## src/rtl/res_station_array_pkg.sv

```systemverilog
// Shared Tomasulo back-end types: op encoding and default datapath widths.
package tomasula_types;

    localparam int DEFAULT_TAG_W = 3;
    localparam int DEFAULT_XLEN  = 32;
    localparam int OP_W          = 3;

    typedef enum logic [OP_W-1:0] {
        OP_ARITH     = 3'd0,
        OP_ARITH_IMM = 3'd1,
        OP_LOAD      = 3'd2,
        OP_STORE     = 3'd3,
        OP_BRANCH    = 3'd4,
        OP_JAL       = 3'd5,
        OP_JALR      = 3'd6,
        OP_LUI       = 3'd7
    } op_t;

endpackage

```

## src/rtl/res_station_array_if.sv

```systemverilog
// Dispatch, CDB snoop and issue bundle of the reservation station.
interface res_station_array_if
    import tomasula_types::*;
#(
    parameter int TAG_W   = DEFAULT_TAG_W,
    parameter int XLEN    = DEFAULT_XLEN,
    parameter int NUM_CDB = 1
);
    logic                     disp_valid;
    logic                     disp_ready;
    op_t                      disp_op;
    logic [2:0]               disp_funct3;
    logic                     disp_funct7;
    logic [TAG_W-1:0]         disp_src1_tag, disp_src2_tag, disp_rd_tag;
    logic [XLEN-1:0]          disp_src1_data, disp_src2_data, disp_imm;
    logic                     disp_src1_valid, disp_src2_valid;

    logic [NUM_CDB-1:0]       cdb_valid;
    logic [NUM_CDB*TAG_W-1:0] cdb_tag;
    logic [NUM_CDB*XLEN-1:0]  cdb_data;

    logic                     iss_valid;
    logic                     iss_ready;
    op_t                      iss_op;
    logic [2:0]               iss_funct3;
    logic                     iss_funct7;
    logic [XLEN-1:0]          iss_src1_data, iss_src2_data, iss_imm;
    logic [TAG_W-1:0]         iss_tag;

    modport master (
        output disp_valid, disp_op, disp_funct3, disp_funct7,
               disp_src1_tag, disp_src2_tag, disp_rd_tag,
               disp_src1_data, disp_src2_data, disp_imm,
               disp_src1_valid, disp_src2_valid,
               cdb_valid, cdb_tag, cdb_data, iss_ready,
        input  disp_ready, iss_valid, iss_op, iss_funct3, iss_funct7,
               iss_src1_data, iss_src2_data, iss_imm, iss_tag
    );

    modport slave (
        input  disp_valid, disp_op, disp_funct3, disp_funct7,
               disp_src1_tag, disp_src2_tag, disp_rd_tag,
               disp_src1_data, disp_src2_data, disp_imm,
               disp_src1_valid, disp_src2_valid,
               cdb_valid, cdb_tag, cdb_data, iss_ready,
        output disp_ready, iss_valid, iss_op, iss_funct3, iss_funct7,
               iss_src1_data, iss_src2_data, iss_imm, iss_tag
    );

endinterface

```

## src/rtl/res_station_array_entry.sv

```systemverilog
// One reservation-station word: op storage plus per-operand CDB capture.
module rs_entry
    import tomasula_types::*;
#(
    parameter int TAG_W   = DEFAULT_TAG_W,
    parameter int XLEN    = DEFAULT_XLEN,
    parameter int NUM_CDB = 1
) (
    input  logic                       clk,
    input  logic                       rst,
    input  logic                       flush,
    input  logic                       alloc,
    input  logic                       clear,
    input  op_t                        d_op,
    input  logic [2:0]                 d_funct3,
    input  logic                       d_funct7,
    input  logic [1:0]                 d_src_valid,
    input  logic [1:0][TAG_W-1:0]      d_src_tag,
    input  logic [1:0][XLEN-1:0]       d_src_data,
    input  logic [TAG_W-1:0]           d_rd_tag,
    input  logic [XLEN-1:0]            d_imm,
    input  logic [NUM_CDB-1:0]         cdb_valid,
    input  logic [NUM_CDB*TAG_W-1:0]   cdb_tag,
    input  logic [NUM_CDB*XLEN-1:0]    cdb_data,
    output logic                       busy,
    output logic                       ready,
    output op_t                        op,
    output logic [2:0]                 funct3,
    output logic                       funct7,
    output logic [1:0][XLEN-1:0]       src_data,
    output logic [XLEN-1:0]            imm,
    output logic [TAG_W-1:0]           rd_tag
);
    typedef struct packed {
        logic             valid;
        logic [TAG_W-1:0] tag;
        logic [XLEN-1:0]  data;
    } opnd_t;

    opnd_t [1:0]            src_q;
    logic  [1:0][TAG_W-1:0] cmp_tag;
    logic  [1:0]            hit;
    logic  [1:0][XLEN-1:0]  hit_data;

    // During allocation the incoming tag is matched instead of the stored
    // one, which gives the dispatch bypass. Lowest channel wins on overlap.
    always_comb begin
        cmp_tag  = '0;
        hit      = '0;
        hit_data = '0;
        for (int s = 0; s < 2; s++) begin
            cmp_tag[s] = alloc ? d_src_tag[s] : src_q[s].tag;
            for (int c = NUM_CDB-1; c >= 0; c--) begin
                if (cdb_valid[c] && cdb_tag[c*TAG_W +: TAG_W] == cmp_tag[s]) begin
                    hit[s]      = 1'b1;
                    hit_data[s] = cdb_data[c*XLEN +: XLEN];
                end
            end
        end
    end

    always_ff @(posedge clk or negedge rst) begin
        if (!rst) begin
            busy   <= 1'b0;
            src_q  <= '0;
            op     <= OP_ARITH;
            funct3 <= '0;
            funct7 <= 1'b0;
            imm    <= '0;
            rd_tag <= '0;
        end else if (flush) begin
            busy <= 1'b0;
        end else if (alloc) begin
            busy   <= 1'b1;
            op     <= d_op;
            funct3 <= d_funct3;
            funct7 <= d_funct7;
            imm    <= d_imm;
            rd_tag <= d_rd_tag;
            for (int s = 0; s < 2; s++) begin
                src_q[s].tag   <= d_src_tag[s];
                src_q[s].valid <= d_src_valid[s] | hit[s];
                src_q[s].data  <= d_src_valid[s] ? d_src_data[s] : hit_data[s];
            end
        end else begin
            if (clear)
                busy <= 1'b0;
            for (int s = 0; s < 2; s++) begin
                if (!src_q[s].valid && hit[s]) begin
                    src_q[s].valid <= 1'b1;
                    src_q[s].data  <= hit_data[s];
                end
            end
        end
    end

    assign ready    = busy & src_q[0].valid & src_q[1].valid;
    assign src_data = {src_q[1].data, src_q[0].data};

endmodule

```

## src/rtl/res_station_array.sv

```systemverilog
// Reservation station: DEPTH entries, NUM_CDB wakeup buses, one locked
// valid/ready issue port and a synchronous flush.
module res_station_array
    import tomasula_types::*;
#(
    parameter int DEPTH   = 4,
    parameter int TAG_W   = DEFAULT_TAG_W,
    parameter int XLEN    = DEFAULT_XLEN,
    parameter int NUM_CDB = 1,
    parameter int OCC_W   = $clog2(DEPTH+1)
) (
    input  logic               clk,
    input  logic               rst,
    input  logic               flush,
    res_station_array_if.slave bus,
    output logic [OCC_W-1:0]   occupancy
);
    localparam int IDX_W = $clog2(DEPTH);

    logic [DEPTH-1:0]                 ent_busy, ent_ready, ent_alloc, ent_clear;
    op_t  [DEPTH-1:0]                 ent_op;
    logic [DEPTH-1:0][2:0]            ent_funct3;
    logic [DEPTH-1:0]                 ent_funct7;
    logic [DEPTH-1:0][1:0][XLEN-1:0]  ent_src;
    logic [DEPTH-1:0][XLEN-1:0]       ent_imm;
    logic [DEPTH-1:0][TAG_W-1:0]      ent_rd;

    logic [OCC_W-1:0] occ_q;
    logic             lock_vld;
    logic [IDX_W-1:0] lock_idx, free_idx, rdy_idx, sel_idx;
    logic             disp_fire, iss_fire, cdb_dup;

    // Readiness comes from registered occupancy only, so a slot freed by
    // this cycle's issue is reused no earlier than next cycle.
    assign bus.disp_ready = (occ_q < OCC_W'(DEPTH));
    assign disp_fire      = bus.disp_valid & bus.disp_ready;
    assign bus.iss_valid  = lock_vld | (|ent_ready);
    assign iss_fire       = bus.iss_valid & bus.iss_ready;
    assign sel_idx        = lock_vld ? lock_idx : rdy_idx;
    assign occupancy      = occ_q;

    always_comb begin
        free_idx = '0;
        rdy_idx  = '0;
        for (int i = DEPTH-1; i >= 0; i--) begin
            if (!ent_busy[i]) free_idx = IDX_W'(i);
            if (ent_ready[i]) rdy_idx  = IDX_W'(i);
        end
    end

    for (genvar g = 0; g < DEPTH; g++) begin : g_ent
        assign ent_alloc[g] = disp_fire && (free_idx == IDX_W'(g));
        assign ent_clear[g] = iss_fire  && (sel_idx  == IDX_W'(g));

        rs_entry #(.TAG_W(TAG_W), .XLEN(XLEN), .NUM_CDB(NUM_CDB)) u_ent (
            .clk         (clk),
            .rst         (rst),
            .flush       (flush),
            .alloc       (ent_alloc[g]),
            .clear       (ent_clear[g]),
            .d_op        (bus.disp_op),
            .d_funct3    (bus.disp_funct3),
            .d_funct7    (bus.disp_funct7),
            .d_src_valid ({bus.disp_src2_valid, bus.disp_src1_valid}),
            .d_src_tag   ({bus.disp_src2_tag, bus.disp_src1_tag}),
            .d_src_data  ({bus.disp_src2_data, bus.disp_src1_data}),
            .d_rd_tag    (bus.disp_rd_tag),
            .d_imm       (bus.disp_imm),
            .cdb_valid   (bus.cdb_valid),
            .cdb_tag     (bus.cdb_tag),
            .cdb_data    (bus.cdb_data),
            .busy        (ent_busy[g]),
            .ready       (ent_ready[g]),
            .op          (ent_op[g]),
            .funct3      (ent_funct3[g]),
            .funct7      (ent_funct7[g]),
            .src_data    (ent_src[g]),
            .imm         (ent_imm[g]),
            .rd_tag      (ent_rd[g])
        );
    end

    // Issue payload is a pure mux of entry registers, zeroed when idle.
    always_comb begin
        bus.iss_op        = OP_ARITH;
        bus.iss_funct3    = '0;
        bus.iss_funct7    = 1'b0;
        bus.iss_src1_data = '0;
        bus.iss_src2_data = '0;
        bus.iss_imm       = '0;
        bus.iss_tag       = '0;
        if (bus.iss_valid) begin
            bus.iss_op        = ent_op[sel_idx];
            bus.iss_funct3    = ent_funct3[sel_idx];
            bus.iss_funct7    = ent_funct7[sel_idx];
            bus.iss_src1_data = ent_src[sel_idx][0];
            bus.iss_src2_data = ent_src[sel_idx][1];
            bus.iss_imm       = ent_imm[sel_idx];
            bus.iss_tag       = ent_rd[sel_idx];
        end
    end

    always_ff @(posedge clk or negedge rst) begin
        if (!rst) begin
            occ_q    <= '0;
            lock_vld <= 1'b0;
            lock_idx <= '0;
        end else if (flush) begin
            occ_q    <= '0;
            lock_vld <= 1'b0;
        end else begin
            occ_q <= occ_q + OCC_W'(disp_fire) - OCC_W'(iss_fire);
            if (iss_fire) begin
                lock_vld <= 1'b0;
            end else if (bus.iss_valid) begin
                lock_vld <= 1'b1;
                lock_idx <= sel_idx;
            end
        end
    end

    always_comb begin
        cdb_dup = 1'b0;
        for (int a = 0; a < NUM_CDB; a++)
            for (int b = a + 1; b < NUM_CDB; b++)
                if (bus.cdb_valid[a] && bus.cdb_valid[b] &&
                    bus.cdb_tag[a*TAG_W +: TAG_W] == bus.cdb_tag[b*TAG_W +: TAG_W])
                    cdb_dup = 1'b1;
    end

    a_cdb_unique_tag: assert property (@(posedge clk) disable iff (!rst) !cdb_dup);

endmodule

```

## src/flat_wrapper.sv

```systemverilog
// flat-port wrapper written by rule: the top's interface ports become plain ports
module res_station_array_flat import tomasula_types::*;
#(
    parameter int DEPTH   = 4,
    parameter int TAG_W   = DEFAULT_TAG_W,
    parameter int XLEN    = DEFAULT_XLEN,
    parameter int NUM_CDB = 1,
    parameter int OCC_W   = $clog2(DEPTH+1)
)
  (clk, rst, flush, occupancy, bus_disp_valid, bus_disp_op, bus_disp_funct3, bus_disp_funct7, bus_disp_src1_tag, bus_disp_src2_tag, bus_disp_rd_tag, bus_disp_src1_data, bus_disp_src2_data, bus_disp_imm, bus_disp_src1_valid, bus_disp_src2_valid, bus_cdb_valid, bus_cdb_tag, bus_cdb_data, bus_iss_ready, bus_disp_ready, bus_iss_valid, bus_iss_op, bus_iss_funct3, bus_iss_funct7, bus_iss_src1_data, bus_iss_src2_data, bus_iss_imm, bus_iss_tag);
  res_station_array_if #(.TAG_W(TAG_W), .XLEN(XLEN), .NUM_CDB(NUM_CDB)) bus_i ();
  input  logic clk;
  input  logic rst;
  input  logic flush;
  output logic [OCC_W-1:0] occupancy;
  input wire logic [$bits(bus_i.disp_valid)-1:0] bus_disp_valid;
  input wire logic [$bits(bus_i.disp_op)-1:0] bus_disp_op;
  input wire logic [$bits(bus_i.disp_funct3)-1:0] bus_disp_funct3;
  input wire logic [$bits(bus_i.disp_funct7)-1:0] bus_disp_funct7;
  input wire logic [$bits(bus_i.disp_src1_tag)-1:0] bus_disp_src1_tag;
  input wire logic [$bits(bus_i.disp_src2_tag)-1:0] bus_disp_src2_tag;
  input wire logic [$bits(bus_i.disp_rd_tag)-1:0] bus_disp_rd_tag;
  input wire logic [$bits(bus_i.disp_src1_data)-1:0] bus_disp_src1_data;
  input wire logic [$bits(bus_i.disp_src2_data)-1:0] bus_disp_src2_data;
  input wire logic [$bits(bus_i.disp_imm)-1:0] bus_disp_imm;
  input wire logic [$bits(bus_i.disp_src1_valid)-1:0] bus_disp_src1_valid;
  input wire logic [$bits(bus_i.disp_src2_valid)-1:0] bus_disp_src2_valid;
  input wire logic [$bits(bus_i.cdb_valid)-1:0] bus_cdb_valid;
  input wire logic [$bits(bus_i.cdb_tag)-1:0] bus_cdb_tag;
  input wire logic [$bits(bus_i.cdb_data)-1:0] bus_cdb_data;
  input wire logic [$bits(bus_i.iss_ready)-1:0] bus_iss_ready;
  output wire logic [$bits(bus_i.disp_ready)-1:0] bus_disp_ready;
  output wire logic [$bits(bus_i.iss_valid)-1:0] bus_iss_valid;
  output wire logic [$bits(bus_i.iss_op)-1:0] bus_iss_op;
  output wire logic [$bits(bus_i.iss_funct3)-1:0] bus_iss_funct3;
  output wire logic [$bits(bus_i.iss_funct7)-1:0] bus_iss_funct7;
  output wire logic [$bits(bus_i.iss_src1_data)-1:0] bus_iss_src1_data;
  output wire logic [$bits(bus_i.iss_src2_data)-1:0] bus_iss_src2_data;
  output wire logic [$bits(bus_i.iss_imm)-1:0] bus_iss_imm;
  output wire logic [$bits(bus_i.iss_tag)-1:0] bus_iss_tag;
  assign bus_i.disp_valid = bus_disp_valid;
  assign bus_i.disp_op = bus_disp_op;
  assign bus_i.disp_funct3 = bus_disp_funct3;
  assign bus_i.disp_funct7 = bus_disp_funct7;
  assign bus_i.disp_src1_tag = bus_disp_src1_tag;
  assign bus_i.disp_src2_tag = bus_disp_src2_tag;
  assign bus_i.disp_rd_tag = bus_disp_rd_tag;
  assign bus_i.disp_src1_data = bus_disp_src1_data;
  assign bus_i.disp_src2_data = bus_disp_src2_data;
  assign bus_i.disp_imm = bus_disp_imm;
  assign bus_i.disp_src1_valid = bus_disp_src1_valid;
  assign bus_i.disp_src2_valid = bus_disp_src2_valid;
  assign bus_i.cdb_valid = bus_cdb_valid;
  assign bus_i.cdb_tag = bus_cdb_tag;
  assign bus_i.cdb_data = bus_cdb_data;
  assign bus_i.iss_ready = bus_iss_ready;
  assign bus_disp_ready = bus_i.disp_ready;
  assign bus_iss_valid = bus_i.iss_valid;
  assign bus_iss_op = bus_i.iss_op;
  assign bus_iss_funct3 = bus_i.iss_funct3;
  assign bus_iss_funct7 = bus_i.iss_funct7;
  assign bus_iss_src1_data = bus_i.iss_src1_data;
  assign bus_iss_src2_data = bus_i.iss_src2_data;
  assign bus_iss_imm = bus_i.iss_imm;
  assign bus_iss_tag = bus_i.iss_tag;
  res_station_array #(.DEPTH(DEPTH), .TAG_W(TAG_W), .XLEN(XLEN), .NUM_CDB(NUM_CDB), .OCC_W(OCC_W)) u_core (.clk(clk), .rst(rst), .flush(flush), .bus(bus_i), .occupancy(occupancy));
endmodule
```

## config.mk

```make
export PLATFORM = sky130hd
export DESIGN_NAME = res_station_array_flat
export DESIGN_NICKNAME = d
export VERILOG_FILES = /design/src/rtl/res_station_array_pkg.sv /design/src/rtl/res_station_array_if.sv /design/src/rtl/res_station_array_entry.sv /design/src/rtl/res_station_array.sv /design/src/flat_wrapper.sv
export SDC_FILE = /design/constraint.sdc
export NUM_CORES = 1
export LEC_CHECK = 0
export CAP_MARGIN = 0
export CORE_ASPECT_RATIO = 0.6
export CORE_MARGIN = 4
export CORE_UTILIZATION = 40
export CTS_BUF_LIST = sky130_fd_sc_hd__clkbuf_8
export CTS_CLUSTER_DIAMETER = 60
export DETAILED_ROUTE_END_ITERATION = 16
export PLACE_DENSITY_LB_ADDON = 0.2
export SLEW_MARGIN = 20
export SYNTH_ARGS = -nofsm -noshare
export SYNTH_HDL_FRONTEND = slang
export SYNTH_HIERARCHICAL = 1
export SYNTH_SLANG_ARGS = --single-unit
```

## constraint.sdc

```tcl
create_clock -name clk -period 7.9 [get_ports clk]
set_input_delay 0.79 -clock clk [delete_from_list [all_inputs] [get_ports clk]]
set_output_delay 0.79 -clock clk [all_outputs]
set_load 0.01 [all_outputs]
```

; After elaboration in Yosys (flattened, before gate mapping)
; Index checks and enable logic that the tools add are counted.
[totals]
register_bits = 466
in_bits = 155
out_inout_bits = 111
wordCells = 255
[classes]
add_sub_neg = 2
order_cmp = 2
eq_ne = 14
muxes = 104
n_bitwise = 21
reduce_logical = 61
[op_table]
columns = operator, count
row1 = two-way mux 32 bit, 32
row2 = two-way mux 33 bit, 4
row3 = binary-select mux 64 bit (select 2 bit), 1
row4 = binary-select mux 32 bit (select 2 bit), 1
row5 = two-way mux 64 bit, 1
row6 = two-way mux 3 bit, 15
row7 = two-way mux 1 bit, 37
row8 = == test 3 bit, 8
row9 = logical AND 1 bit, 24
row10 = AND reduction 2 bit, 12
row11 = binary-select mux 3 bit (select 2 bit), 3
row12 = two-way mux 2 bit, 9
row13 = nonzero test 2 bit, 8
row14 = nonzero test 3 bit, 5
row15 = AND 1 bit, 10
row16 = bitwise OR 1 bit, 9
row17 = == test 2 bit (second input constant), 4
row18 = logical NOT 1 bit, 8
row19 = == test 2 x 1 -> 1 bit (second input constant), 2
row20 = logical NOT 2 bit, 2
row21 = OR reduction 4 bit, 1
row22 = adder 3 x 1 -> 3 bit, 1
row23 = < comparator 2 x 3 -> 1 bit (second input constant), 1
row24 = < comparator 3 bit (second input constant), 1
row25 = other kinds (4), 5

; Logic depth before layout (Yosys ltp)
[logic_depth]
ltp_word = 13
ltp_mapped = 11
ltp_nobuf = 11

; Hierarchy
; Netlist, hierarchy kept.
[modules_own_cells]
columns = module, n_inst, cells_per_inst, area_each_um2, seq_area_each_um2
row1 = rs_entry, 4, 524, 5874.4, 2877.8
row2 = res_station_array, 1, 414, 3778.6, 150.1

; Worst setup path before layout
; Ideal clock, no wire load.
[synth_timing]
path_type = input-to-reg
from = input bus_disp_valid
to = register u_core.g_ent[2].u_ent.src_q (netlist bit u_core/g_ent[2].u_ent/src_data[10])
setup_ns = 0.128
t_arrival_ns = 2.553
required_ns = 7.772
setup_slack_ns = 5.219
path_stages = 9
path_buffers = 2
cell_sequence = nand3_1 nor3b_1 buf_6 mux2i_1 xnor2_1 nor2_1 a31oi_1 buf_4 mux2_1
[synth_via]
elab_chain_cells = 9
elab_cells_between_ends = 13
classes_between = 1 x eq/ne / 6 x mux / 1 x bitwise / 5 x reduce/logical
[synth_rtl]
columns = item, line_no
row1 = "start, declared", flat_wrapper.sv:16  ; input wire logic [$bits(bus_i.disp_valid)-1:0] bus_disp_valid;
row2 = AND 1 bit (*), res_station_array.sv:36  ; assign disp_fire = bus.disp_valid & bus.disp_ready;
row3 = logical AND 1 bit (*), res_station_array.sv:52  ; assign ent_alloc[g] = disp_fire && (free_idx == IDX_W'(g));
row4 = named net u_core.ent_alloc[2], res_station_array.sv:20  ; logic [DEPTH-1:0] ent_busy, ent_ready, ent_alloc, ent_clear;
row5 = two-way mux 3 bit, res_station_array_entry.sv:52  ; cmp_tag[s] = alloc ? d_src_tag[s] : src_q[s].tag;
row6 = == test 3 bit, res_station_array_entry.sv:54  ; if (cdb_valid[c] && cdb_tag[c*TAG_W +: TAG_W] == cmp_tag[s]) begin
row7 = logical AND 1 bit, res_station_array_entry.sv:54
row8 = two-way mux 1 bit, res_station_array_entry.sv:54
row9 = logical AND 1 bit, res_station_array_entry.sv:89  ; if (!src_q[s].valid && hit[s]) begin
row10 = nonzero test 2 bit (no source line), n/a
row11 = AND reduction 2 bit (no source line), n/a
row12 = "end, declared", res_station_array_entry.sv:40  ; opnd_t [1:0] src_q;
; The timed path passes the listed nets; every way through them passes the cells marked *. The select of a mux whose other input is x is not followed.
; A chain may end at the register's enable or synchronous reset.

; Final worst setup path
[layout_timing]
from = register u_core.g_ent[2].u_ent.busy
to = output bus_iss_src1_data[12]
[layout_via]
elab_chain_cells = 9
elab_cells_between_ends = 11
classes_between = 7 x mux / 3 x bitwise / 1 x reduce/logical
[layout_rtl]
columns = item, line_no
row1 = "start, declared", res_station_array_entry.sv:25  ; output logic busy,
row2 = "start signal, assigned", res_station_array_entry.sv:64  ; busy <= 1'b0;
row3 = "start signal, assigned", res_station_array_entry.sv:72  ; busy <= 1'b0;
row4 = "start signal, assigned", res_station_array_entry.sv:74  ; busy <= 1'b1;
row5 = AND 1 bit (*) (2 in series), res_station_array_entry.sv:97  ; assign ready = busy & src_q[0].valid & src_q[1].valid;
row6 = named net u_core.ent_ready[2], res_station_array.sv:20
row7 = two-way mux 2 bit (3 in series), res_station_array.sv:47  ; if (ent_ready[i]) rdy_idx = IDX_W'(i);
row8 = two-way mux 2 bit, res_station_array.sv:39  ; assign sel_idx = lock_vld ? lock_idx : rdy_idx;
row9 = binary-select mux 64 bit (select 2 bit), res_station_array.sv:96  ; bus.iss_src1_data = ent_src[sel_idx][0];
row10 = two-way mux 64 bit (not written as such), res_station_array.sv:96
row11 = two-way mux 32 bit (*), res_station_array.sv:92  ; if (bus.iss_valid) begin
row12 = "end, declared", flat_wrapper.sv:37  ; output wire logic [$bits(bus_i.iss_src1_data)-1:0] bus_iss_src1_data;
; Marked as above.

==> qor.log <==
qor: outcome.outcome complete, no violations
qor: routing.routed_wirelength 82200 um
qor: sta.share_of_the_cycle_needed_by_the_critical_path_after_routing 0.641
qor: flow_run.cap_violations 0
qor: logic_synthesis.postSynthAreaPerCell 10.9 um^2
qor: finish.final_nets 2623
qor: placement.gp_congestion 0.815
qor: critical_path.path_cells and3_1 -> nand2b_1 -> a221oi_4 -> buf_12 -> buf_4 -> mux2i_1 -> o22ai_2 -> clkdlybuf4s50_1
qor: grt.first_pass_grt_wire_length 124000 um
qor: cts.max-clock-path-buffers 3
qor: finish.drive_gt1_frac 0.216
qor: cts.cts-root-buf sky130_fd_sc_hd__clkbuf_8
qor: cts.cts_hold_repair.buffers 0
qor: floorplan.initial_core_util 0.408
qor: grt.grt_start_max_net_pins 169
qor: floorplan.fp-row-count 73
qor: finish.layout_commonest_cell sky130_fd_sc_hd__dfrtp_1
qor: floorplan.die_area 72600 um^2
qor: logic_synthesis.post_synth_edffs 0
qor: cts.cts_tree built
qor: floorplan.chipHeight 210 um
qor: finish.final_cell_mix sky130_fd_sc_hd__dfrtp_1, sky130_fd_sc_hd__nand2_1, sky130_fd_sc_hd__clkdlybuf4s50_1
qor: critical_path.timing.critical_path.from_type flop
qor: critical_path.cpMaxStageDelayCell sky130_fd_sc_hd__buf_12
qor: sta.finalCriticalPeriod 5.06 ns
qor: grt.via_count_of_the_first_global_routing_pass 19.6k
qor: sta.achievable-frequency 198 MHz
qor: routing.first_iter_violations 1465
qor: critical_path.worst_setup_path_end_kind output port
qor: floorplan.die_w 345 um
qor: logic_synthesis.synthesized_instance_count 2510
qor: sta.setup_repair_after_global_routing_missed_its_margin no
qor: logic_synthesis.syn-cell-area 27300 um^2
qor: logic_synthesis.yosys_register_bits 466
qor: logic_synthesis.ys_dominant_reg_cell sky130_fd_sc_hd__dfrtp_1
qor: sta.setup_violations 0
qor: cts.post-cts-setup-buffer-count 0
qor: floorplan.ios 266
qor: sta.hold_violations 0
qor: grt.grt_antenna_before_repair 9
qor: routing.wl_per_cell 24.0 um
qor: logic_synthesis.yosysUniqueCellTypes 40
qor: floorplan.fp.coreArea 66900 um^2
qor: critical_path.worst_path_fanout_max 105
qor: sta.slew-limit-headroom 0.221
qor: logic_synthesis.synth_fp_nets 2668
qor: critical_path.timing.setup.critical_path_class flop to output port
qor: critical_path.worst_ep_required_time 7.11 ns
qor: placement.hpwl 49300 um
qor: logic_synthesis.yosys_warnings 6
qor: critical_path.worstPathBufferInverterCount 3
qor: routing.ant_nets 0
qor: finish.synthToLayoutAreaGrowth 10.5%
qor: sta.holdWs 0.194 ns
qor: logic_synthesis.postSynth.asyncResetShare 1.00
qor: sta.setup-tns-final 0 ns
qor: grt.globalRouteOverflowTotal 0
qor: routing.num_vias 18.7k
qor: cts.cts_htree_levels 3
qor: grt.grt_usage 0.221
qor: critical_path.max_stage_delay 0.62 ns
qor: routing.route.detailed.drc 0
qor: cts.cts.sink_count 466
qor: sta.maxSlewViolCount 0
qor: placement.port_buffers 265
qor: hold_path.worstHoldPathType input port to async pin
qor: cts.clk_latency 0.68 ns
qor: power.overall_power 7.78 mW
qor: cts.cts_resized 0
qor: cts.cts_buffers 78
qor: power.vdd_drop_max 156 uV
qor: critical_path.crit_family buffers and inverters
qor: routing.drtPass1Iterations 5
qor: cts.clk_pin_slew 0.06 ns
qor: sta.fin_worst_skew 0.0287 ns
qor: power.power_per_cell_area 258 nW/um^2
qor: sta.setup_slack 2.84 ns
qor: power.cellLeakagePower 12.7 nW
qor: logic_synthesis.synth-seq-area-share 0.428
qor: placement.place_ws 3.24 ns
qor: routing.avgViaCountPerCell 5.46
qor: sta.max_slew.worst_pin.slew 1.17 ns
qor: critical_path.worstPathArrival 4.27 ns
==> layout make-up <==
cell class	count	area, um^2
fillers	6200	36700
multi-input cells	1601	12800
flip-flops and latches	466	11700
repair buffers	302	2960
clock buffers	96	1320
well taps	900	1130
clock inverters	41	245
inverters	16	60.1
diodes	6	15.0
==> cell usage after synthesis, drive strengths merged (10+ instances only) <==
cell	n	area share
xnor2	17	0.0055
mux2i	236	0.087
clkbuf	78	0.012
o21ai	257	0.047
buf	349	0.098
nor2	44	0.0064
dfrtp	466	0.43
o22ai	106	0.032
and2	10	0.0023
nand2	396	0.054
a31oi	16	0.0059
mux2	448	0.20
inv	16	0.0022
a21oi	23	0.0042
==> per-stage QoR <==
stage	utilization	cells	instance area (um^2)
floorplan	-	2510	27300
global placement	0.427	3285	28600
detailed placement	0.427	3285	28600
CTS	0.450	3422	30100
global route	0.451	3427	30100
finish	0.451	3428	30100
==> logic make-up after synthesis <==
kind of cell	count (synthesis)	share of synthesized area
compound gates	404	0.0902
xor+xnor	26	0.00835
fa+ha+maj	3	0.00165
buf+inv	443	0.112
flops	466	0.428
mux	684	0.288
simple gates	484	0.0727
==> where the power goes <==
part / switching, mW / internal (mW) / leakage (nW) / total, mW
sequential: 0.322 / 3.00 / 6.22 / 3.32
combinational: 1.18 / 1.08 / 5.61 / 2.26
clock: 1.03 / 1.16 / 0.909 / 2.19
total: 2.53 / 5.25 / 12.7 / 7.78
==> path summary, 6_finish.rpt <==
kind | startpoint | endpoint | slack [ns] | cells after the start
max reg2reg | u_core/occupancy[2] | u_core/g_ent[3].u_ent/src_data[50] | 4.14 | 9
min | rst | u_core/g_ent[1].u_ent/src_data[8] | 0.19 | 1
max | u_core/g_ent[2].u_ent/busy | bus_iss_src1_data[12] | 2.84 | 8
min reg2reg | u_core/g_ent[2].u_ent/src_data[27] | u_core/g_ent[2].u_ent/src_data[27] | 0.49 | 1
min in group clk | u_core/g_ent[2].u_ent/src_data[27] | u_core/g_ent[2].u_ent/src_data[27] | 0.49 | 1
max in group asynchronous | rst | u_core/g_ent[0].u_ent/src_data[27] | 5.86 | 3
==> state kept, by name, indices dropped and copies added (netlist names) <==
| signal | cells |
|---|---|
| u_core/g_ent.u_ent/busy | 4 |
| u_core/g_ent.u_ent/funct3 | 12 |
| u_core/g_ent.u_ent/funct7 | 4 |
| u_core/g_ent.u_ent/imm | 128 |
| u_core/g_ent.u_ent/op | 12 |
| u_core/g_ent.u_ent/rd_tag | 12 |
| u_core/g_ent.u_ent/src_data | 256 |
| u_core/g_ent.u_ent/src_q | 32 |
| u_core/lock_idx | 2 |
| u_core/lock_vld | 1 |
| u_core/occupancy | 3 |
==> metal layers <==
metal  GRT usage  part of all wire  routed length, um
met5           0           0.00033                 27
met4      0.0607             0.022               1790
met3      0.0596             0.078               6420
met2       0.328              0.44              35800
met1       0.319              0.46              38200
Power figures use the tool's default switching activity.
